$ cat src/rtl/masked_cst_if.sv
// masked_cst_if: handshake bundle for masked_cst_pipe; slave = pipe (in_valid/cst/rnd/out_ready in, in_ready/out_valid/out/sent out), master = its driver
interface masked_cst_if #(
  parameter int d = 2,
  parameter int count = 1
);
  localparam int RW = (d > 1) ? count * (d - 1) : 1;
  logic in_valid;
  logic in_ready;
  logic [count-1:0] cst;
  logic [RW-1:0] rnd;
  logic out_valid;
  logic out_ready;
  logic [count*d-1:0] out;
  logic [15:0] sent;
  modport slave (
    input in_valid, cst, rnd, out_ready,
    output in_ready, out_valid, out, sent
  );
  modport master (
    output in_valid, cst, rnd, out_ready,
    input in_ready, out_valid, out, sent
  );
endinterface

$ cat src/rtl/masked_cst_pipe.sv
// masked_cst_pipe: LAT-stage elastic pipe encoding cst into a d-share Boolean masking (rnd masks when MASKED_CST_RAND_EN defined, else affine share d-1 = cst); ports clk, rst, bus (slave: in_valid/in_ready/cst/rnd -> out_valid/out_ready/out/sent)
module masked_cst_pipe #(
  parameter int d = 2,
  parameter int count = 1,
  parameter int LAT = 1
) (
  input logic clk,
  input logic rst,
  masked_cst_if.slave bus
);
  localparam int W = count * d;
  logic [LAT-1:0] v;
  logic [LAT-1:0][W-1:0] data;
  logic [LAT-1:0][W-1:0] src;
  logic [LAT-1:0] src_v;
  logic [LAT-1:0] free;
  logic [W-1:0] enc;
  logic [15:0] sent_q;
  logic unused_rnd;
  assign unused_rnd = ^bus.rnd;
`ifdef MASKED_CST_RAND_EN
  logic x;
  always_comb begin
    enc = '0;
    x = 1'b0;
    for (int i = 0; i < count; i++) begin
      x = bus.cst[i];
      for (int j = 0; j < d - 1; j++) begin
        enc[i*d+j] = bus.rnd[i*(d-1)+j];
        x = x ^ bus.rnd[i*(d-1)+j];
      end
      enc[i*d+d-1] = x;
    end
  end
`else
  always_comb begin
    enc = '0;
    for (int i = 0; i < count; i++) enc[i*d+d-1] = bus.cst[i];
  end
`endif
  for (genvar k = 0; k < LAT; k++) begin : g_free
    assign free[k] = bus.out_ready | ~&v[LAT-1:k];
  end
  if (LAT > 1) begin : g_src
    assign src = {data[LAT-2:0], enc};
    assign src_v = {v[LAT-2:0], bus.in_valid};
  end else begin : g_src1
    assign src = enc;
    assign src_v = bus.in_valid;
  end
  always_ff @(posedge clk) begin
    if (rst) begin
      v <= '0;
      data <= '0;
      sent_q <= '0;
    end else begin
      for (int k = 0; k < LAT; k++) begin
        if (free[k]) begin
          v[k] <= src_v[k];
          if (src_v[k]) data[k] <= src[k];
        end
      end
      if (v[LAT-1] && bus.out_ready && sent_q != 16'hFFFF) sent_q <= sent_q + 16'd1;
    end
  end
  assign bus.in_ready = ~rst & free[0];
  assign bus.out_valid = v[LAT-1];
  assign bus.out = data[LAT-1];
  assign bus.sent = sent_q;
endmodule

$ cat src/flat_wrapper.sv
// flat-port wrapper written by rule: the top's interface ports become plain ports
module masked_cst_pipe_flat 
#(
  parameter int d = 2,
  parameter int count = 1,
  parameter int LAT = 1
)
  (clk, rst, bus_in_valid, bus_cst, bus_rnd, bus_out_ready, bus_in_ready, bus_out_valid, bus_out, bus_sent);
  masked_cst_if #(.d(d), .count(count)) bus_i ();
  input logic clk;
  input logic rst;
  input wire logic [$bits(bus_i.in_valid)-1:0] bus_in_valid;
  input wire logic [$bits(bus_i.cst)-1:0] bus_cst;
  input wire logic [$bits(bus_i.rnd)-1:0] bus_rnd;
  input wire logic [$bits(bus_i.out_ready)-1:0] bus_out_ready;
  output wire logic [$bits(bus_i.in_ready)-1:0] bus_in_ready;
  output wire logic [$bits(bus_i.out_valid)-1:0] bus_out_valid;
  output wire logic [$bits(bus_i.out)-1:0] bus_out;
  output wire logic [$bits(bus_i.sent)-1:0] bus_sent;
  assign bus_i.in_valid = bus_in_valid;
  assign bus_i.cst = bus_cst;
  assign bus_i.rnd = bus_rnd;
  assign bus_i.out_ready = bus_out_ready;
  assign bus_in_ready = bus_i.in_ready;
  assign bus_out_valid = bus_i.out_valid;
  assign bus_out = bus_i.out;
  assign bus_sent = bus_i.sent;
  masked_cst_pipe #(.d(d), .count(count), .LAT(LAT)) u_core (.clk(clk), .rst(rst), .bus(bus_i));
endmodule
$ cat config.mk
export PLATFORM = sky130hd
export DESIGN_NAME = masked_cst_pipe_flat
export DESIGN_NICKNAME = d
export VERILOG_FILES = /design/src/rtl/masked_cst_if.sv /design/src/rtl/masked_cst_pipe.sv /design/src/flat_wrapper.sv
export SDC_FILE = /design/constraint.sdc
export NUM_CORES = 1
export LEC_CHECK = 0
export ABC_AREA = 1
export BUFFER_PORTS_ARGS = -buffer_cell sky130_fd_sc_hd__buf_2
export CORE_MARGIN = 8
export CORE_UTILIZATION = 45
export DETAILED_ROUTE_END_ITERATION = 8
export GPL_ROUTABILITY_DRIVEN = 0
export MAX_ROUTING_LAYER = met4
export PLACE_DENSITY_LB_ADDON = 0.05
export SYNTH_ARGS = -nofsm -noshare
export SYNTH_HDL_FRONTEND = slang
export SYNTH_SLANG_ARGS = --single-unit
$ cat constraint.sdc
create_clock -name clk -period 1.3 [get_ports clk]
set_input_delay 0.26 -clock clk [delete_from_list [all_inputs] [get_ports clk]]
set_output_delay 0.26 -clock clk [all_outputs]
set_load 0.03 [all_outputs]
# --- Word level (Yosys, flattened, before mapping) ---
# Cells that the tools add are included.
totals:
  reg_bits: 18
op_classes:
  reduce_logical: 4
  n_eq_ne: 1
  add_sub_neg: 1
  n_bitwise: 3
ops:
  columns: ["cell", "count"]
  rows:
  - ["adder 16 x 1 -> 16 bit, second input constant", 1]
  - ["inequality test 16 bit, second input constant", 1]
  - ["logical AND 1 bit", 2]
  - ["AND reduction 2 bit", 1]
  - ["bitwise AND 1 bit", 1]
  - ["logical NOT 1 bit", 1]
  - ["inverter 1 bit", 1]
  - ["OR 1 bit", 1]

# --- Depth between registers and ports, before layout ---
# Gate-level depths: netlist (run 1).
logic_depth:
  word_depth: 3
  depth_mapped: 9
  depth_no_buf: 9

# --- Worst setup path before layout (run 1) ---
# Ideal clock, no wire load.
synth_path:
  path_kind: "reg-to-reg"
  start: "reg u_core.sent_q[0] (netlist: u_core.bus.sent[0])"
  end: "reg u_core.sent_q[3] (netlist: u_core.bus.sent[3])"
  n_path_buf: 1
  arrival_time_ns: 1.517
  required_time_ns: 1.184
  setup_ns: 0.116
  slack_ns: -0.333
  stages_incl_launch_ff: 8
  path_cell_list: "dfxtp_1 ha_1 nand3_2 nor2_4 nand3_4 buf_6 a21oi_1 nor2_1"
synth_between:
  elab_chain_cells: 2
  elab_cells_between_ends: 3
  cone_classes: "1 x add/sub; 1 x eq/ne; 1 x reduce/logical"
synth_lines:
  columns: ["element", "line_no", "rtl"]
  rows:
  - ["from (decl)", "masked_cst_pipe.sv:18", "logic [15:0] sent_q;"]
  - ["from (signal assigned)", "masked_cst_pipe.sv:63", "if (v[LAT-1] && bus.out_ready && sent_q != 16'hFFFF) sent_q <= sent_q + 16'd1;"]
  - ["parallel branches: the longest is 2 deep, another holds adder 16 x 1 -> 16 bit", null, null]
# Several ways; the timed one is not identified.
# A chain may end at the register's enable or synchronous reset.

# --- Worst setup path in the final report (run 1) ---
layout_path:
  start: "reg u_core.sent_q[1] (netlist: u_core.bus.sent[1])"
  end: "reg u_core.sent_q[14] (netlist: u_core.bus.sent[14])"
# The elaborated chain is that of the path after synthesis.

==> results.md, run 1 <==
* Syn Inst Count at 164
* Final WL at 2.95 mm
* Avg Synthesized Cell Area at 6.59 um2
* Slowest CP cell: dfxtp_4
* Failing checks: setup timing
* Layout Skew at 0.00563 ns
* Share of cells above drive strength 1 at 42.9%
* Maximum clock frequency at 735 MHz
* Die area at 0.00423 mm2
* Final setup margin at -0.0609 ns
* Unrepaired setup endpoints after global routing: yes
* Fraction of registers with async set or reset after synthesis at 0%
* Pwr/cell area at 643 mW/mm2
* Ys flop type: dfxtp_1
* Worst-Skew Late Latency at 0.30 ns
* Sequential share of the synthesized area at 33.3%
* Most common cell after layout, fill and taps aside: nand2_1
* Sink Count at 18
* DP Area at 0.00130 mm2
* Area Growth Syn to Fin at 34.6%
* Horiz. Die Dim at 65.0 um
* Post-synthesis cell area at 0.00108 mm2
* Crit Path Category: flop to flop
* Pin count of the biggest net entering global routing at 15
* Period minus WS final at 1.36 ns
* Core Area at 0.00223 mm2
* Ports at 26
* DRT Pass-1 Iters at 4
* Slew Viols, Final at 0
* Initial Util at 48.4%
* Hpwl dp at 2.10 mm
* Fin area at 0.00146 mm2
* Max rail drop VDD at 0.000679 V
* Sequential cell area at 392 um2
* Antenna violations before repair at 0
* Via density at 5.11
* Dpl cells at 219
* Max-Cap Viols at 0
* Nets at 213
* H-tree levels at 1
* Total CTS buffers at 3
* Total GRT Usage at 13.6%
* Syn nets at 171
* Commonest cells after routing, fill and taps aside: nand2_1 (41), nor2_1 (32), buf_2 (23), buf_4 (16), dfxtp_2 (13)
* Port bufs at 23
* Post-synth top area share at 33.3%
* Filler cells at 214
* Per-cell routed wire length at 12.7 um
* Number of cell rows at 17
* Routed Antenna Nets at 0
* 1st-iter DRT viols at 51
* Status: finished with violations
* HP Class: input pin to flop
* Synth top area cells: dfxtp_1 (33%), nand2_1 (15%), nor2_1 (12%), a21oi_1 (6.5%), nand3_1 (5.6%)
* Flops & latches, synth at 18
* Pre-CTS setup slack at -0.0243 ns
* Final Cycle Share at 105%
* First-pass GRT wire length at 4.55 mm
* Clock Path Buffers at 2
* Crit path cell chain: ha_4, nand3_4, nor2_4, nand2_2, buf_2, nand4_1, nand2_1, nor2_1
* Cell taking the most area after synthesis: dfxtp_1
* Worst EP arrival at 1.60 ns
* Synth warn at 0
* Static leakage at 0.650 nW
* Crit path largest cell delay at 0.38 ns
* TritonCTS clock tree: done
* Clock root cell: clkbuf_4
* Vias post-DR at 1191
* DRC violations left at 0
* Area taken by multi-input logic gates at 698 um2
* Overflow after GRT at 0
* Util after Layout at 65.2%
* CP required at 1.54 ns
* Number of setup violations in the final report at 11
* CP endpoint kind: flop
* Die height at 65.0 um
* Hold Fails Final Rpt at 0
* Vias in the first global route at 1077
* CTS clk-pin slew, worst paths at 0.10 ns
* Synth cell types at 24
* Antenna cell count at 0
* Non-filler cells, final at 233
* Post-synth EDFFs at 0
* Crit-path max FO at 6
* Crit start category: flop
-- sequential cells by signal, indices dropped and copies added, names as in the netlist --
signal	flops
u_core.bus.out	1
u_core.bus.sent	16
u_core.bus.out_valid	1
-- metrics by stage --
stage	hold slack [ns]	setup TNS (ns)	power (mW)
after floorplan	0.418	-0.160	0.631
after global placement	0.444	0	0.647
after detailed placement	0.455	-0.0843	0.649
after CTS	0.206	-0.230	0.941
after global routing	0.213	-1.34	0.981
final	0.213	-0.429	0.935
-- cell type report --
cell class              count  share of cell area, %
inverters                  13                   3.35
clock buffers               3                   1.55
flip-flops and latches     18                   26.9
well taps                  28                   2.41
repair buffers             40                   17.5
multi-input cells         130                   48.0
clock inverters             1                  0.258
-- worst paths after layout --
path,cells past startpoint,startpoint,end,slack (ns)
setup / recovery,8,u_core.bus.sent[1],u_core.bus.sent[14],-0.06
hold / removal,2,rst,u_core.bus.out_valid,0.21
setup reg to reg,8,u_core.bus.sent[1],u_core.bus.sent[14],-0.06
hold reg to reg,2,u_core.bus.out[1],u_core.bus.out[1],0.47
-- kinds of logic (layout without fill, tap and decap cells) --
group | Yosys count | in the layout | synth area share (%)
and+or+nand+nor | 111 | 112 | 49.2
xor gates and xnor gates | 1 | 1 | 0.810
adders and majority gates | 1 | 1 | 1.16
DFF | 18 | 18 | 33.3
other | 1 | 1 | 0.347
AOI/OAI and AO/OA | 15 | 15 | 7.29
buffers and inverters | 17 | 57 | 7.87
-- cells in the mapped netlist, types with 2 or more instances --
cell,n
nand3b_1,2
a21oi_1,14
inv_2,2
nand3_2,4
nand2_2,4
inv_1,11
nor2_4,2
nor2_1,35
nand4_1,5
nand2_1,43
dfxtp_1,18
nand3_1,12
-- power by group --
part,total [mW],switching [mW],internal [mW]
combinational,0.0784,0.0536,0.0248
sequential,0.557,0.00602,0.551
clock,0.300,0.188,0.112
total,0.935,0.247,0.688
-- per-layer routing --
metal | part of all wire (%) | wire length [um] | vias to the layer above | track usage (%)
li1 | - | - | 615 | -
met1 | 48 | 1420 | 539 | 16.2
met2 | 46 | 1350 | 30 | 21.0
met3 | 4.2 | 124 | 7 | 3.44
met4 | 1.7 | 49 | 0 | 6.54
met5 | 0 | 0 | - | -
-- repair_timing --
item / in CTS / in global routing
endpoints found under the setup margin: 11 / 16
resized for setup: 0 / 14
buffers inserted: 0 / 9
gates cloned: 0 / 1
pin swaps: 0 / 2
hold buffers: 0 / 0
-- worst max-delay path: cells and delay by family, from the launching register on --
family	cells	cell delay [ns]
and+or+nand+nor	6	0.59
buffers and inverters	1	0.18
DFF	1	0.38
adders and majority gates	1	0.15
(Power assumes the default switching activity.)
==> run 2, diff against run 1 <==
--- a/config.mk
+++ b/config.mk
@@ -6,10 +6,10 @@
 export NUM_CORES = 1
 export LEC_CHECK = 0
 export ABC_AREA = 1
-export BUFFER_PORTS_ARGS = -buffer_cell sky130_fd_sc_hd__buf_2
 export CORE_MARGIN = 8
 export CORE_UTILIZATION = 45
 export DETAILED_ROUTE_END_ITERATION = 8
+export DONT_BUFFER_PORTS = 1
 export GPL_ROUTABILITY_DRIVEN = 0
 export MAX_ROUTING_LAYER = met4
 export PLACE_DENSITY_LB_ADDON = 0.05
==> results.md, run 2 (synthesis results as in run 1) <==
* Hpwl dp at 2.14 mm
* Horiz. Die Dim at 65.0 um
* Layout Skew at 0.00118 ns
* Most common cell after layout, fill and taps aside: nand2_1
* CP endpoint kind: flop
* Clock root cell: clkbuf_4
* Initial Util at 48.4%
* Unrepaired setup endpoints after global routing: yes
* First-pass GRT wire length at 5.11 mm
* Via density at 5.22
* Clock Path Buffers at 2
* Ports at 26
* Port bufs at 0
* Total CTS buffers at 3
* Antenna cell count at 0
* Status: finished with violations
* CTS clk-pin slew, worst paths at 0.11 ns
* Pin count of the biggest net entering global routing at 13
* Max FFs per register at 16
* Die area at 0.00423 mm2
* Core Area at 0.00223 mm2
* Sink Count at 18
* Vias in the first global route at 1183
* 1st-iter DRT viols at 37
* RR Endpoint: u_core.bus.sent[3]
* Static leakage at 0.665 nW
* TritonCTS clock tree: done
* Filler cells at 193
* Final Cycle Share at 108%
* Number of setup violations in the final report at 14
* Per-cell routed wire length at 14.2 um
* Share of cells above drive strength 1 at 46.5%
* Period minus WS final at 1.41 ns
* Worst Setup SP: u_core.bus.sent[0]
* Slew Viols, Final at 0
* Routed Antenna Nets at 0
* Hold Path Cell Cnt at 2
* Crit Path Category: flop to flop
* Antenna violations before repair at 0
* Max rail drop VDD at 0.000515 V
* Final WL at 3.25 mm
* Worst EP arrival at 1.62 ns
* Hold Path End: u_core.bus.out_valid
* Pre-CTS setup slack at -0.0440 ns
* Crit start category: flop
* Vias post-DR at 1190
* DRC violations left at 0
* HP Class: input pin to flop
* Commonest cells after routing, fill and taps aside: nand2_1 (39), nor2_1 (31), buf_4 (31), dfxtp_2 (12), inv_1 (11)
* Reg2reg start: u_core.bus.sent[0]
* Nets at 208
* DP Area at 0.00133 mm2
* Overflow after GRT at 0
* Fin area at 0.00155 mm2
* Reg2Reg Depth at 6
* Final setup margin at -0.107 ns
* Max-Cap Viols at 0
* Min-delay src: bus_in_valid
* Worst-Skew Late Latency at 0.31 ns
* Die height at 65.0 um
* Pwr/cell area at 657 mW/mm2
* Crit-path max FO at 7
* Register-to-register setup slack at -0.11 ns
* Maximum clock frequency at 711 MHz
* Area Growth Syn to Fin at 43.1%
* CP required at 1.51 ns
* Failing checks: setup timing
* Total GRT Usage at 15.4%
* Hold Fails Final Rpt at 0
* H-tree levels at 1
* DRT Pass-1 Iters at 4
* Number of cell rows at 17
[run 2: worst max-delay path, cell delays in order, from the launching register on]
cell and delay, ns:
dfxtp_4 0.39, ha_4 0.15, nand3_4 0.10, nor2_4 0.23
nand3_4 0.19, a21oi_2 0.20, nor2_1 0.05
[run 2: stage by stage]
step	power (mW)	instances	utilization, %	hold slack [ns]	setup TNS (ns)
after global routing	1.04	228	69.2	0.111	-1.69
final	1.02	228	69.2	0.101	-0.686
after detailed placement	0.641	215	59.6	0.324	-0.134
after floorplan	0.631	164	-	0.418	-0.160
after CTS	1.01	223	63.2	-0.00460	-0.472
after global placement	0.639	215	59.6	0.322	0
[run 2: worst max-delay path by stage]
stage                                endpoint  slack [ns]  depth (start not counted)
after floorplan            u_core.bus.sent[3]       -0.02                          7
after global placement    u_core.bus.sent[15]        0.02                          7
after detailed placement  u_core.bus.sent[15]       -0.04                          7
after CTS                  u_core.bus.sent[7]       -0.06                          8
after global routing       u_core.bus.sent[3]       -0.17                          6
final                      u_core.bus.sent[3]       -0.11                          6
[run 2: routing by layer]
metal	vias to the layer above	global-route usage, %	part of all wire [%]
met3	8	4.30	5.8
met2	29	25.0	48
li1	601	-	-
met5	-	-	0
met1	552	16.8	44
met4	0	8.17	1.9
[run 2: where the power goes]
group / internal [mW] / switching (mW)
clock: 0.171 / 0.199
sequential: 0.549 / 0.00967
combinational: 0.0331 / 0.0537
total: 0.753 / 0.262
[run 2: timing repair]
| action | 4_1_cts | 5_1_grt |
|---|---|---|
| resized for setup | 3 | 25 |
| gates cloned | 1 | 0 |
| pin swaps | 0 | 16 |
| setup buffers | 3 | 4 |
| setup endpoints to repair | 12 | 16 |
| hold endpoints to repair | 5 | 6 |
[run 2: cell type report]
cell class / instances / area [um2] / area share [%]
sequential: 18 / 394 / 25.5
multi-input combinational: 130 / 756 / 48.9
tap: 28 / 35.0 / 2.27
clock buffer: 4 / 36.3 / 2.35
inverter: 13 / 48.8 / 3.16
timing repair buffer: 35 / 277 / 17.9
==> run 3, diff against run 2 <==
--- a/config.mk
+++ b/config.mk
@@ -6,13 +6,14 @@
 export NUM_CORES = 1
 export LEC_CHECK = 0
 export ABC_AREA = 1
+export CAP_MARGIN = 25
+export CORE_ASPECT_RATIO = 1.5
 export CORE_MARGIN = 8
 export CORE_UTILIZATION = 45
 export DETAILED_ROUTE_END_ITERATION = 8
 export DONT_BUFFER_PORTS = 1
 export GPL_ROUTABILITY_DRIVEN = 0
 export MAX_ROUTING_LAYER = met4
-export PLACE_DENSITY_LB_ADDON = 0.05
 export SYNTH_ARGS = -nofsm -noshare
 export SYNTH_HDL_FRONTEND = slang
 export SYNTH_SLANG_ARGS = --single-unit
==> results.md, run 3 (synthesis results as in run 1) <==
* Total CTS buffers at 3
* Clock Path Buffers at 2
* Initial Util at 45.7%
* Switching Share at 24.9%
* DRT Pass-1 Iters at 4
* Unrepaired setup endpoints after global routing: yes
* Commonest cells after routing, fill and taps aside: nand2_1 (40), nor2_1 (31), buf_4 (27), dfxtp_2 (12)
* Clock Power Share at 35.9%
* Share of power burned in registers at 56.0%
* CP endpoint kind: flop
* Slew Viols, Final at 0
* Clock root cell: clkbuf_4
* Horiz. Die Dim at 56.0 um
* Pin count of the biggest net entering global routing at 15
* Sink Count at 18
* Hold Path End: u_core.bus.out_valid
* Vias in the first global route at 1065
* Cell repeated most along the worst path: nand2_1
* Power Total at 997 uW
* Slowest CP cell: dfxtp_4
* P_sw at 248 uW
* Overflow after GRT at 0
* Reg2reg start: u_core.bus.sent[0]
* Nets at 203
* Static leakage at 0.628 nW
* Crit Path Category: flop to flop
* Final Cycle Share at 103%
* Period minus WS final at 1.34 ns
* 1st-iter DRT viols at 26
* Filler cells at 233
* Area Growth Syn to Fin at 35.6%
* Antenna cell count at 0
* Largest delay contributor family on the critical path: simple AND/OR/NAND/NOR gates
* Hpwl dp at 2.18 mm
* HP Class: input pin to flop
* DRC violations left at 0
* Max rail drop VDD at 0.000682 V
* Vias post-DR at 1155
* Crit path cell chain: ha_4, nand3_4, nor2_4, nand2_4, nand2_1, nand2_1, nand2_1, nor2_1
* First-pass GRT wire length at 4.53 mm
* Combinational power share at 8.1%
* Worst EP arrival at 1.55 ns
* Hold WS at 0.106 ns
* H-tree levels at 1
* DP Area at 0.00130 mm2
* Crit-path max FO at 9
* Crit path largest cell delay at 0.38 ns
* Min-delay src: bus_in_valid
* Max-Cap Viols at 0
* Final WL at 2.94 mm
* Worst-Skew Late Latency at 0.31 ns
* CP required at 1.51 ns
* Final setup margin at -0.0414 ns
* Pre-CTS setup slack at -0.0149 ns
* Most common cell after layout, fill and taps aside: nand2_1
* Antenna violations before repair at 0
* Routed Antenna Nets at 0
* CTS clk-pin slew, worst paths at 0.10 ns
* Crit start category: flop
* TritonCTS clock tree: done
* Die area at 0.00426 mm2
* Fin area at 0.00147 mm2
* Register-to-register setup slack at -0.04 ns
* Number of cell rows at 22
* RR Endpoint: u_core.bus.sent[7]
* Number of setup violations in the final report at 10
* Total GRT Usage at 13.1%
* Status: finished with violations
* Failing checks: setup timing
* Max FFs per register at 16
* Share of cells above drive strength 1 at 41.5%
* Reg2Reg Depth at 8
* Hold Fails Final Rpt at 0
* Die height at 76.0 um
* Layout Skew at 0.00194 ns
* Core Area at 0.00237 mm2
* Ports at 26
* Per-cell routed wire length at 13.4 um
* Non-filler cells, final at 219
* Pwr/cell area at 680 mW/mm2
* P_int at 749 uW
* Hold Path Cell Cnt at 2
* Dpl cells at 208
* Port bufs at 0
* CP Buf/Inv Count at 0
* Via density at 5.27
* Maximum clock frequency at 746 MHz
## run 3: cell count changes in the layout (fill, tap and decap cells not counted), sizes merged
cell / delta
buf: -5
## run 3: power groups by stage
stage / logic, mW / registers [mW] / clock network (mW)
2_1_floorplan: 0.0463 / 0.584 / 0
3_3_place_gp: 0.0661 / 0.574 / 0
3_5_place_dp: 0.0679 / 0.575 / 0
4_1_cts: 0.0772 / 0.563 / 0.378
5_1_grt: 0.0886 / 0.559 / 0.388
6_report: 0.0808 / 0.558 / 0.358
## run 3: worst max-delay path by stage
stage                                  start                   to  slack, ns  cells after the start
after global placement    u_core.bus.sent[1]  u_core.bus.sent[15]       0.03                      7
final                     u_core.bus.sent[0]   u_core.bus.sent[7]      -0.04                      8
after CTS                 u_core.bus.sent[1]  u_core.bus.sent[15]      -0.04                      7
after detailed placement  u_core.bus.sent[1]  u_core.bus.sent[15]      -0.01                      7
after global routing      u_core.bus.sent[8]  u_core.bus.sent[11]      -0.14                      7
after floorplan           u_core.bus.sent[1]   u_core.bus.sent[3]      -0.02                      7
## run 3: metal layers
layer,wire length [um],GRT usage [%],vias up
met2,1520,23.2,26
met3,174,3.00,9
met1,1150,12.4,529
met5,0,-,-
met4,93,7.49,0
li1,-,-,591
## run 3: per-stage QoR
step | TNS [ns] | util [%]
4_1_cts | -0.238 | 57.6
5_1_grt | -1.55 | 61.9
2_1_floorplan | -0.160 | -
3_5_place_dp | -0.0257 | 55.1
6_report | -0.266 | 61.9
3_3_place_gp | 0 | 55.1
## run 3: cell type report
cell class | count | area (um2) | area share (%)
Sequential cell | 18 | 394 | 26.9
Multi-Input combinational cell | 130 | 722 | 49.2
Tap cell | 24 | 30.0 | 2.05
Timing Repair Buffer | 30 | 235 | 16.0
Clock buffer | 4 | 36.3 | 2.47
Inverter | 13 | 48.8 | 3.33
## run 3: what timing repair did
item	CTS	global route
endpoints found under the setup margin	12	16
hold buffers	1	0
gates resized for setup	4	15
endpoints found under the hold margin	6	0
pin swaps	1	11
cloned	0	1
buffers inserted	0	5
## run 3: worst register-to-register path, stage by stage (launching register included)
cell and delay, ns:
dfxtp_4 0.38, ha_4 0.15, nand3_4 0.10, nor2_4 0.22, nand2_4 0.13, nand2_1 0.12, nand2_1 0.05, nand2_1 0.05
nor2_1 0.04
